<file path="src/rtl/spi_master_ctrl.sv">
// spi_master_ctrl: SPI mode 0 (CPOL=0, CPHA=0), MSB-first master transfer engine.
// Accepts one NBITS word on a val/rdy request port, shifts it out on MOSI while
// capturing MISO, and returns the received word on a val/rdy response port.
// Optional feature macro: SPI_MASTER_LOOPBACK_EN adds a 'loopback' input. When it
// is latched high at accept, MOSI is sampled instead of MISO.
module spi_master_ctrl #(
    parameter int NBITS   = 8,
    parameter int NCS     = 1,
    parameter int CLK_DIV = 2,
    localparam int CSW    = (NCS > 1) ? $clog2(NCS) : 1
) (
    input  logic             clk,
    input  logic             reset,
    input  logic             send_val,
    output logic             send_rdy,
    input  logic [NBITS-1:0] send_msg,
    input  logic [CSW-1:0]   send_cs,
`ifdef SPI_MASTER_LOOPBACK_EN
    input  logic             loopback,
`endif
    output logic             recv_val,
    input  logic             recv_rdy,
    output logic [NBITS-1:0] recv_msg,
    output logic             spi_sclk,
    output logic [NCS-1:0]   spi_cs,
    output logic             spi_mosi,
    input  logic             spi_miso
);

    localparam int DIVW = (CLK_DIV > 1) ? $clog2(CLK_DIV) : 1;
    localparam int CNTW = $clog2(NBITS + 1);

    typedef enum logic [2:0] {
        IDLE  = 3'd0,
        START = 3'd1,
        HIGH  = 3'd2,
        LOW   = 3'd3,
        DONE  = 3'd4
    } state_t;

    state_t            state_reg;
    state_t            state_next;
    logic [DIVW-1:0]   div_reg;
    logic [CNTW-1:0]   bit_cnt_reg;
    logic [NBITS-1:0]  sr_reg;
    logic [NBITS-1:0]  sr_next;
    logic              miso_cap_reg;
    logic              sample;
    logic              accept;
    logic              half_done;
    logic              last_bit;
    logic [NCS-1:0]    cs_sel;

    assign accept    = (state_reg == IDLE) && send_val;
    assign half_done = (div_reg == DIVW'(CLK_DIV - 1));
    assign last_bit  = (bit_cnt_reg == CNTW'(NBITS - 1));

    // Active-low one-hot select; an out-of-range index leaves every line high.
    generate
        for (genvar gi = 0; gi < NCS; gi++) begin : g_cs_dec
            assign cs_sel[gi] = (send_cs != CSW'(gi));
        end
    endgenerate

`ifdef SPI_MASTER_LOOPBACK_EN
    logic lb_reg;
    assign sample = lb_reg ? spi_mosi : spi_miso;

    // Loopback selection is fixed for the whole transfer once accepted.
    always_ff @(posedge clk or posedge reset) begin
        if (reset) begin
            lb_reg <= 1'b0;
        end else if (accept) begin
            lb_reg <= loopback;
        end
    end
`else
    assign sample = spi_miso;
`endif

    // State register.
    always_ff @(posedge clk or posedge reset) begin
        if (reset) begin
            state_reg <= IDLE;
        end else begin
            state_reg <= state_next;
        end
    end

    // Next-state decode: each SCLK phase lasts CLK_DIV clk cycles.
    always_comb begin
        state_next = state_reg;
        case (state_reg)
            IDLE:  if (send_val)  state_next = START;
            START: if (half_done) state_next = HIGH;
            HIGH:  if (half_done) state_next = last_bit ? DONE : LOW;
            LOW:   if (half_done) state_next = HIGH;
            DONE:  if (recv_rdy)  state_next = IDLE;
            default:              state_next = IDLE;
        endcase
    end

    // Handshake outputs decode straight from the state; ready is held off during reset.
    always_comb begin
        send_rdy = (state_reg == IDLE) && !reset;
        recv_val = (state_reg == DONE);
    end

    // Shift register next value: load at accept, shift in the captured bit when SCLK falls.
    always_comb begin
        sr_next = sr_reg;
        if (accept) begin
            sr_next = send_msg;
        end else if (state_reg == HIGH && half_done) begin
            sr_next = {sr_reg[NBITS-2:0], miso_cap_reg};
        end
    end

    // Half-period counter restarts on every state change.
    always_ff @(posedge clk or posedge reset) begin
        if (reset) begin
            div_reg <= '0;
        end else if (state_next != state_reg) begin
            div_reg <= '0;
        end else if (state_reg == START || state_reg == HIGH || state_reg == LOW) begin
            div_reg <= div_reg + DIVW'(1);
        end
    end

    // Datapath and registered SPI pins; MOSI always changes while SCLK is low.
    always_ff @(posedge clk or posedge reset) begin
        if (reset) begin
            sr_reg       <= '0;
            bit_cnt_reg  <= '0;
            miso_cap_reg <= 1'b0;
            spi_sclk     <= 1'b0;
            spi_cs       <= '1;
            spi_mosi     <= 1'b0;
            recv_msg     <= '0;
        end else begin
            sr_reg <= sr_next;
            case (state_reg)
                IDLE: begin
                    if (accept) begin
                        bit_cnt_reg <= '0;
                        spi_cs      <= cs_sel;
                        spi_sclk    <= 1'b0;
                        spi_mosi    <= sr_next[NBITS-1];
                    end
                end
                START, LOW: begin
                    if (half_done) begin
                        spi_sclk     <= 1'b1;
                        miso_cap_reg <= sample;
                    end
                end
                HIGH: begin
                    if (half_done) begin
                        bit_cnt_reg <= bit_cnt_reg + CNTW'(1);
                        spi_sclk    <= 1'b0;
                        if (last_bit) begin
                            spi_cs   <= '1;
                            recv_msg <= sr_next;
                        end else begin
                            spi_mosi <= sr_next[NBITS-1];
                        end
                    end
                end
                default: ;
            endcase
        end
    end

endmodule
</file>
<file path="config.mk">
export PLATFORM = sky130hd
export DESIGN_NAME = spi_master_ctrl
export DESIGN_NICKNAME = d
export VERILOG_FILES = /design/src/rtl/spi_master_ctrl.sv
export SDC_FILE = /design/constraint.sdc
export NUM_CORES = 1
export LEC_CHECK = 0
export CAP_MARGIN = 0
export CORE_MARGIN = 2
export CORE_UTILIZATION = 27
export CTS_BUF_LIST = sky130_fd_sc_hd__clkbuf_8
export CTS_CLUSTER_DIAMETER = 60
export DETAILED_ROUTE_END_ITERATION = 8
export GPL_TIMING_DRIVEN = 0
export PLACE_DENSITY_LB_ADDON = 0.05
export SLEW_MARGIN = 30
export SYNTH_ARGS = -nofsm -noshare
export SYNTH_HDL_FRONTEND = slang
export SYNTH_SLANG_ARGS = --single-unit
</file>
<file path="constraint.sdc">
create_clock -name clk -period 1.63 [get_ports clk]
set_clock_uncertainty 0.05 [all_clocks]
set_input_delay 0.326 -clock clk [delete_from_list [all_inputs] [get_ports clk]]
set_output_delay 0.326 -clock clk [all_outputs]
set_load 0.03 [all_outputs]
</file>
==> metrics <==
status finished, violations left; failing checks negative setup slack; HP Class reg -> reg; Die ar. between 0.005 and 0.006 mm²; final setup fails 2; required time worst endpoint around 1.3 ns; Peak VDD IR around 470 µV; max reg flops 8; max-cap viol count 0; port bufs 26; core area 0.00504 mm²; Die Ht roughly 76 µm; Syn-to-layout area delta 46.5%; Netlist cell types 40; most frequent cells after synthesis o21ai_0 (27), dfrtp_1 (26), nand2_1 (13), nor2_1 (12), mux2i_1 (9); slowest CP cell dfrtp_2; Post-Syn Nets 154; worst skew pair latency roughly 0.27 ns; Final Wtd Congestion between 0.7 and 0.8; net count of the finished layout between 200 and 250; Post-route DRC 0; worst setup margin -0.0337 ns; CP peak stage delay roughly 0.45 ns; Worst EP arrival 1.29 ns; antenna viol nets, final 0; final wirelength about 3800 µm; final core occ approximately two fifths; layout cells sized above 1 28.0%; Pwr Total a little under 0.003 W; most common cell in the netlist o21ai_0; final hold vios 0; static leakage approximately 0.87 nW; TritonCTS clock tree done; Synth Instances between 100 and 150; gr ovfl total 0; H-tree Lvls 1; # IOs 27; via count around 1.2k; largest area contributor in the netlist dfrtp_1; register bit total from synthesis 27; max frequency between 600 and 700 MHz; vias per cell 4.66; area share of the largest cell type after synthesis a little under half; startpoint types flop; Bufs on Longest Clock Path 2; Tcrit/Tclk final 102%; sequential share of the synthesized area approximately half; antenna violations before repair 0; RSZ-0062 raised after global routing yes; FP Rows 26; minimum clock period approximately 1.7 ns; Post-synth EDFFs 0; global-route wire length before repair about 6000 µm; Starting Density roughly 28%; antenna fix cells 0; fillers 508; Clock Sinks 27; synth top area cells dfrtp_1 (47%), o21ai_0 (9.7%), mux2i_1 (6.5%); critical path class reg -> out; Main synth FF type dfrtp_1; measured slew at the worst slew-check pin 0.602 ns; crit-path max FO 7; number of global-route vias before repair between 1k and 1.5k; worst-path cell chain buf_8, nor4_4, buf_6; Reg clk slew, reported paths 0.10 ns; final max-slew violation count 0; Die W between 70 and 80 µm; largest net degree at the start of global routing 28; drt first pass iters 5; Power per Cell Area 1430 mW/mm²; Netlist Area Pre-Place around 0.0014 mm²; Worst Setup End Kind output port; dpl hpwl approximately 2400 µm; Iteration-0 DRC Markers between 90 and 100; GRT Util Overall between 10 and 15%; CTS buffer count 3; root buffer cell clkbuf_8; synth warn 0; pre-CTS WS -0.536 ns; ys async rst share 100%; max_slew headroom around three fifths; average cell area after synthesis 10.0 µm²; Avg WL per Cell 14.6 µm
==> placed cells by master, fill, tap and decap left out, types with 3 or more instances in the layout <==
cell             instances
nand2_1                 12
mux2i_1                  9
nand3_1                  5
nor2_1                  12
clkbuf_8                 4
inv_1                    3
dfrtp_1                 24
o21ai_1                  5
buf_6                    7
buf_4                   21
dlygate4sd2_1           11
o21ai_0                 23
clkdlybuf4s50_1         13
==> critical path: cells and delay by family, from the launching register on <==
| family | cells | cell delay (ns) |
|---|---|---|
| and+or+nand+nor | 1 | 0.26 |
| buffers and inverters | 2 | 0.31 |
| DFF | 1 | 0.45 |
==> timing repair <==
item / 4_1_cts / 5_1_grt
buffers inserted: 11 / 11
hold buffers: 0 / 0
pin swaps: 2 / 3
endpoints found under the hold margin: 0 / 0
setup endpoints to repair: 35 / 20
resized for setup: 48 / 14
==> stage by stage <==
stage                     cell area, µm²  instances  TNS, ns  hold slack [ns]
after CTS                           1930        248  -0.0887            0.470
final                               2040        259  -0.0525            0.463
after detailed placement            1750        235    -8.67            0.449
after global routing                2040        259   -0.273            0.480
after global placement              1750        235   -12.48            0.446
after floorplan                     1410        139   -0.131            0.328
==> cells by family (layout without fill, tap and decap cells) <==
family	Yosys count	in the layout	synth area share (%)
adder cells (fa/ha/maj)	1	1	0.897
AO/OA/AOI/OAI	42	42	20.0
multiplexers	11	11	8.07
buffers and inverters	15	65	5.47
AND/OR/NAND/NOR	43	43	17.0
flip-flops	27	27	48.5
==> worst paths after layout <==
check                                   startpoint                 endpoint  slack [ns]  depth (start not counted)
hold / removal             recv_msg[1]$_DFFE_PP0P_  recv_msg[1]$_DFFE_PP0P_        0.46                          2
hold reg to reg            recv_msg[1]$_DFFE_PP0P_  recv_msg[1]$_DFFE_PP0P_        0.46                          2
setup / recovery            state_reg[1]$_DFF_PP0_                 send_rdy       -0.03                          3
max in group asynchronous                    reset   state_reg[1]$_DFF_PP0_        0.62                          2
min in group asynchronous                    reset   state_reg[0]$_DFF_PP0_        0.48                          2
setup reg to reg            state_reg[0]$_DFF_PP0_     spi_mosi$_DFFE_PP0P_       -0.02                          4
==> power by group <==
group	leakage, nW	total (W)	switching, W	internal [W]
logic	0.525	0.00146	0.000703	0.000757
registers	0.322	0.00108	0.000182	0.000898
clock network	0.0269	0.000381	0.000212	0.000169
total	0.874	0.00292	0.00110	0.00182
==> area by class of cell <==
class	instances	area [µm²]	share of cell area (%)
flip-flops and latches	27	679	33.2
multi-input cells	97	679	33.2
repair buffers	48	422	20.6
plain buffers	10	120	5.88
well taps	70	87.6	4.28
clock buffers	3	41.3	2.02
inverters	3	11.3	0.551
clock inverters	1	3.75	0.184
==> layer usage <==
metal / routed length (µm) / GRT usage, % / up-vias
met5: 0 / 0 / -
met4: 28 / 3.51 / 0
met3: 121 / 1.98 / 2
met2: 1890 / 23.6 / 26
met1: 1750 / 19.1 / 581
li1: - / - / 599
Power figures use the tool's default switching activity.
==> patch, RTL diff (config.mk and constraints unchanged) <==
Set the parameter `CLK_DIV` to 8 (it was 2).
--- a/src/rtl/spi_master_ctrl.sv
+++ b/src/rtl/spi_master_ctrl.sv
@@ -8,3 +8,3 @@
     parameter int NCS     = 1,
-    parameter int CLK_DIV = 2,
+    parameter int CLK_DIV = 8,
     localparam int CSW    = (NCS > 1) ? $clog2(NCS) : 1
Formal check against the unedited RTL: not equivalent (a bounded check fails within 4 cycles, from zero or initial values and one cycle with reset high).
==> patch against the original RTL <==
The run still ends with setup timing left. Area after synthesis up 9.0%. Wire length rose by 2.2%. Combinational power decreased by 29%. Cell area increased by 13%. Largest power group is now sequential cells. Power is 8.0% higher. Sequential cell count up 3. Sequential power rose by 9%. Setup slack got worse by 0.061 ns.
==> patch: results (changes against the original RTL) <==
| Metric | Value |
|---|---|
| Outcome | finished with violations |
| Failing checks | setup timing |
| VDD IR-drop max | 0.000785 V (+67%) |
| Mapped Nets | 165 (+7.1%) |
| WL final | 3870 um (+2.2%) |
| Post-Synth XOR/XNOR Area | 0.0115 (+0.0115) |
| Hold Crit Depth | 1 (-1) |
| Total track usage | 0.138 (-0.00287) |
| # resized after CTS | 50 (+4.2%) |
| Clock-cell share | 0.0615 (+0.0395) |
| Maximum fanout along the worst path | 5 (-2) |
| Post-route setup slack | -0.0948 ns (-0.0611 ns) |
| H-tree depth | 2 (+1) |
| Non-clock buffers | 52 (-10%) |
| Max-slew headroom | 0.557 (-0.0407) |
| DR WL met3 | 137 um (+13%) |
| Final HPWL DP | 2430 um (+1.4%) |
| Met2 wire len | 2020 um (+6.9%) |
| Clock Buffer Count | 6 (+3) |
| Data arrival, critical path | 1.85 ns (+0.56 ns) |
| Largest cells by area after synthesis | dfrtp_1 (48%), mux2i_1 (5.9%), nand2_1 (5.9%) |
| Hold endpoint | spi_cs |
| Multi-input logic area | 808 um2 (+19%) |
| Post-CTS Setup Bufs | 10 (-1) |
| Slowest cell delay on critical path | 0.39 ns (-0.06 ns) |
| Vias in the first global route | 1295 (+7.7%) |
| Comb_multi_in | 109 (+12%) |
| Final setup vio count | 17 (+15) |
| Worst slack, placed | -0.473 ns (+0.0632 ns) |
| Mux contribution to synthesized area | 0.0914 (+0.0106) |
| Synth Area in Compound Gates | 0.133 (-0.0675) |
| Nets | 217 (+5.9%) |
| Register area share after synthesis | 0.495 (+0.00945) |
| Post-synthesis adder-cell area fraction | 0.0329 (+0.0240) |
| FF/Latch Area | 756 um2 (+11%) |
| Met1 WL | 1670 um (-4.2%) |
| Drt pass-1 iters | 2 (-3) |
| Clock Sinks | 30 (+11%) |
| Non-clock inverter count | 1 (-2) |
-- patch: cell types whose count changed in the layout (fill, tap and decap cells not counted), moves of 3 or more --
cell,before,now
o21ai_0,23,10
nand2_1,12,22
a31oi_1,0,6
nor2_2,0,6
a21oi_1,2,7
buf_4,21,17
nand3_1,5,1
buf_6,7,4
inv_1,3,0
nor2_1,12,9
nor2b_1,1,4
-- patch: worst max-delay path by stage --
stage | from | end | slack, ns | cells past startpoint
2_1_floorplan | div_reg[0] | recv_msg[7] | -0.04 | 6
3_3_place_gp | state_reg[2] | recv_val | -0.49 | 3
3_5_place_dp | send_val | recv_msg[6] | -0.47 | 5
4_1_cts | div_reg[0] | recv_msg[7] | -0.15 | 5
5_1_grt | div_reg[1] | div_reg[1] | -0.15 | 6
6_report | div_reg[1] | spi_mosi | -0.09 | 6
-- patch: where the power goes --
part	total (uW)	switching, uW	internal, uW
combinational	1040	501	536
sequential	1180	189	987
clock	943	291	652
total	3160	980	2170
-- patch: through the flow --
stage / hold WS, ns / instances / util / area (um2) / TNS [ns]
finish: 0.438 / 272 / 0.424 / 2320 / -0.996
global route: 0.468 / 272 / 0.424 / 2320 / -2.46
CTS: 0.442 / 264 / 0.405 / 2220 / -1.55
detailed placement: 0.425 / 245 / 0.346 / 1900 / -7.27
global placement: 0.426 / 245 / 0.346 / 1900 / -16.69
floorplan: 0.366 / 147 / - / 1550 / -0.0792
-- patch: routing by layer --
| metal | global-route usage | vias to the layer above |
|---|---|---|
| met5 | 0 | - |
| met4 | 0.0466 | 0 |
| met3 | 0.0341 | 4 |
| met2 | 0.248 | 20 |
| met1 | 0.159 | 610 |
| li1 | - | 628 |
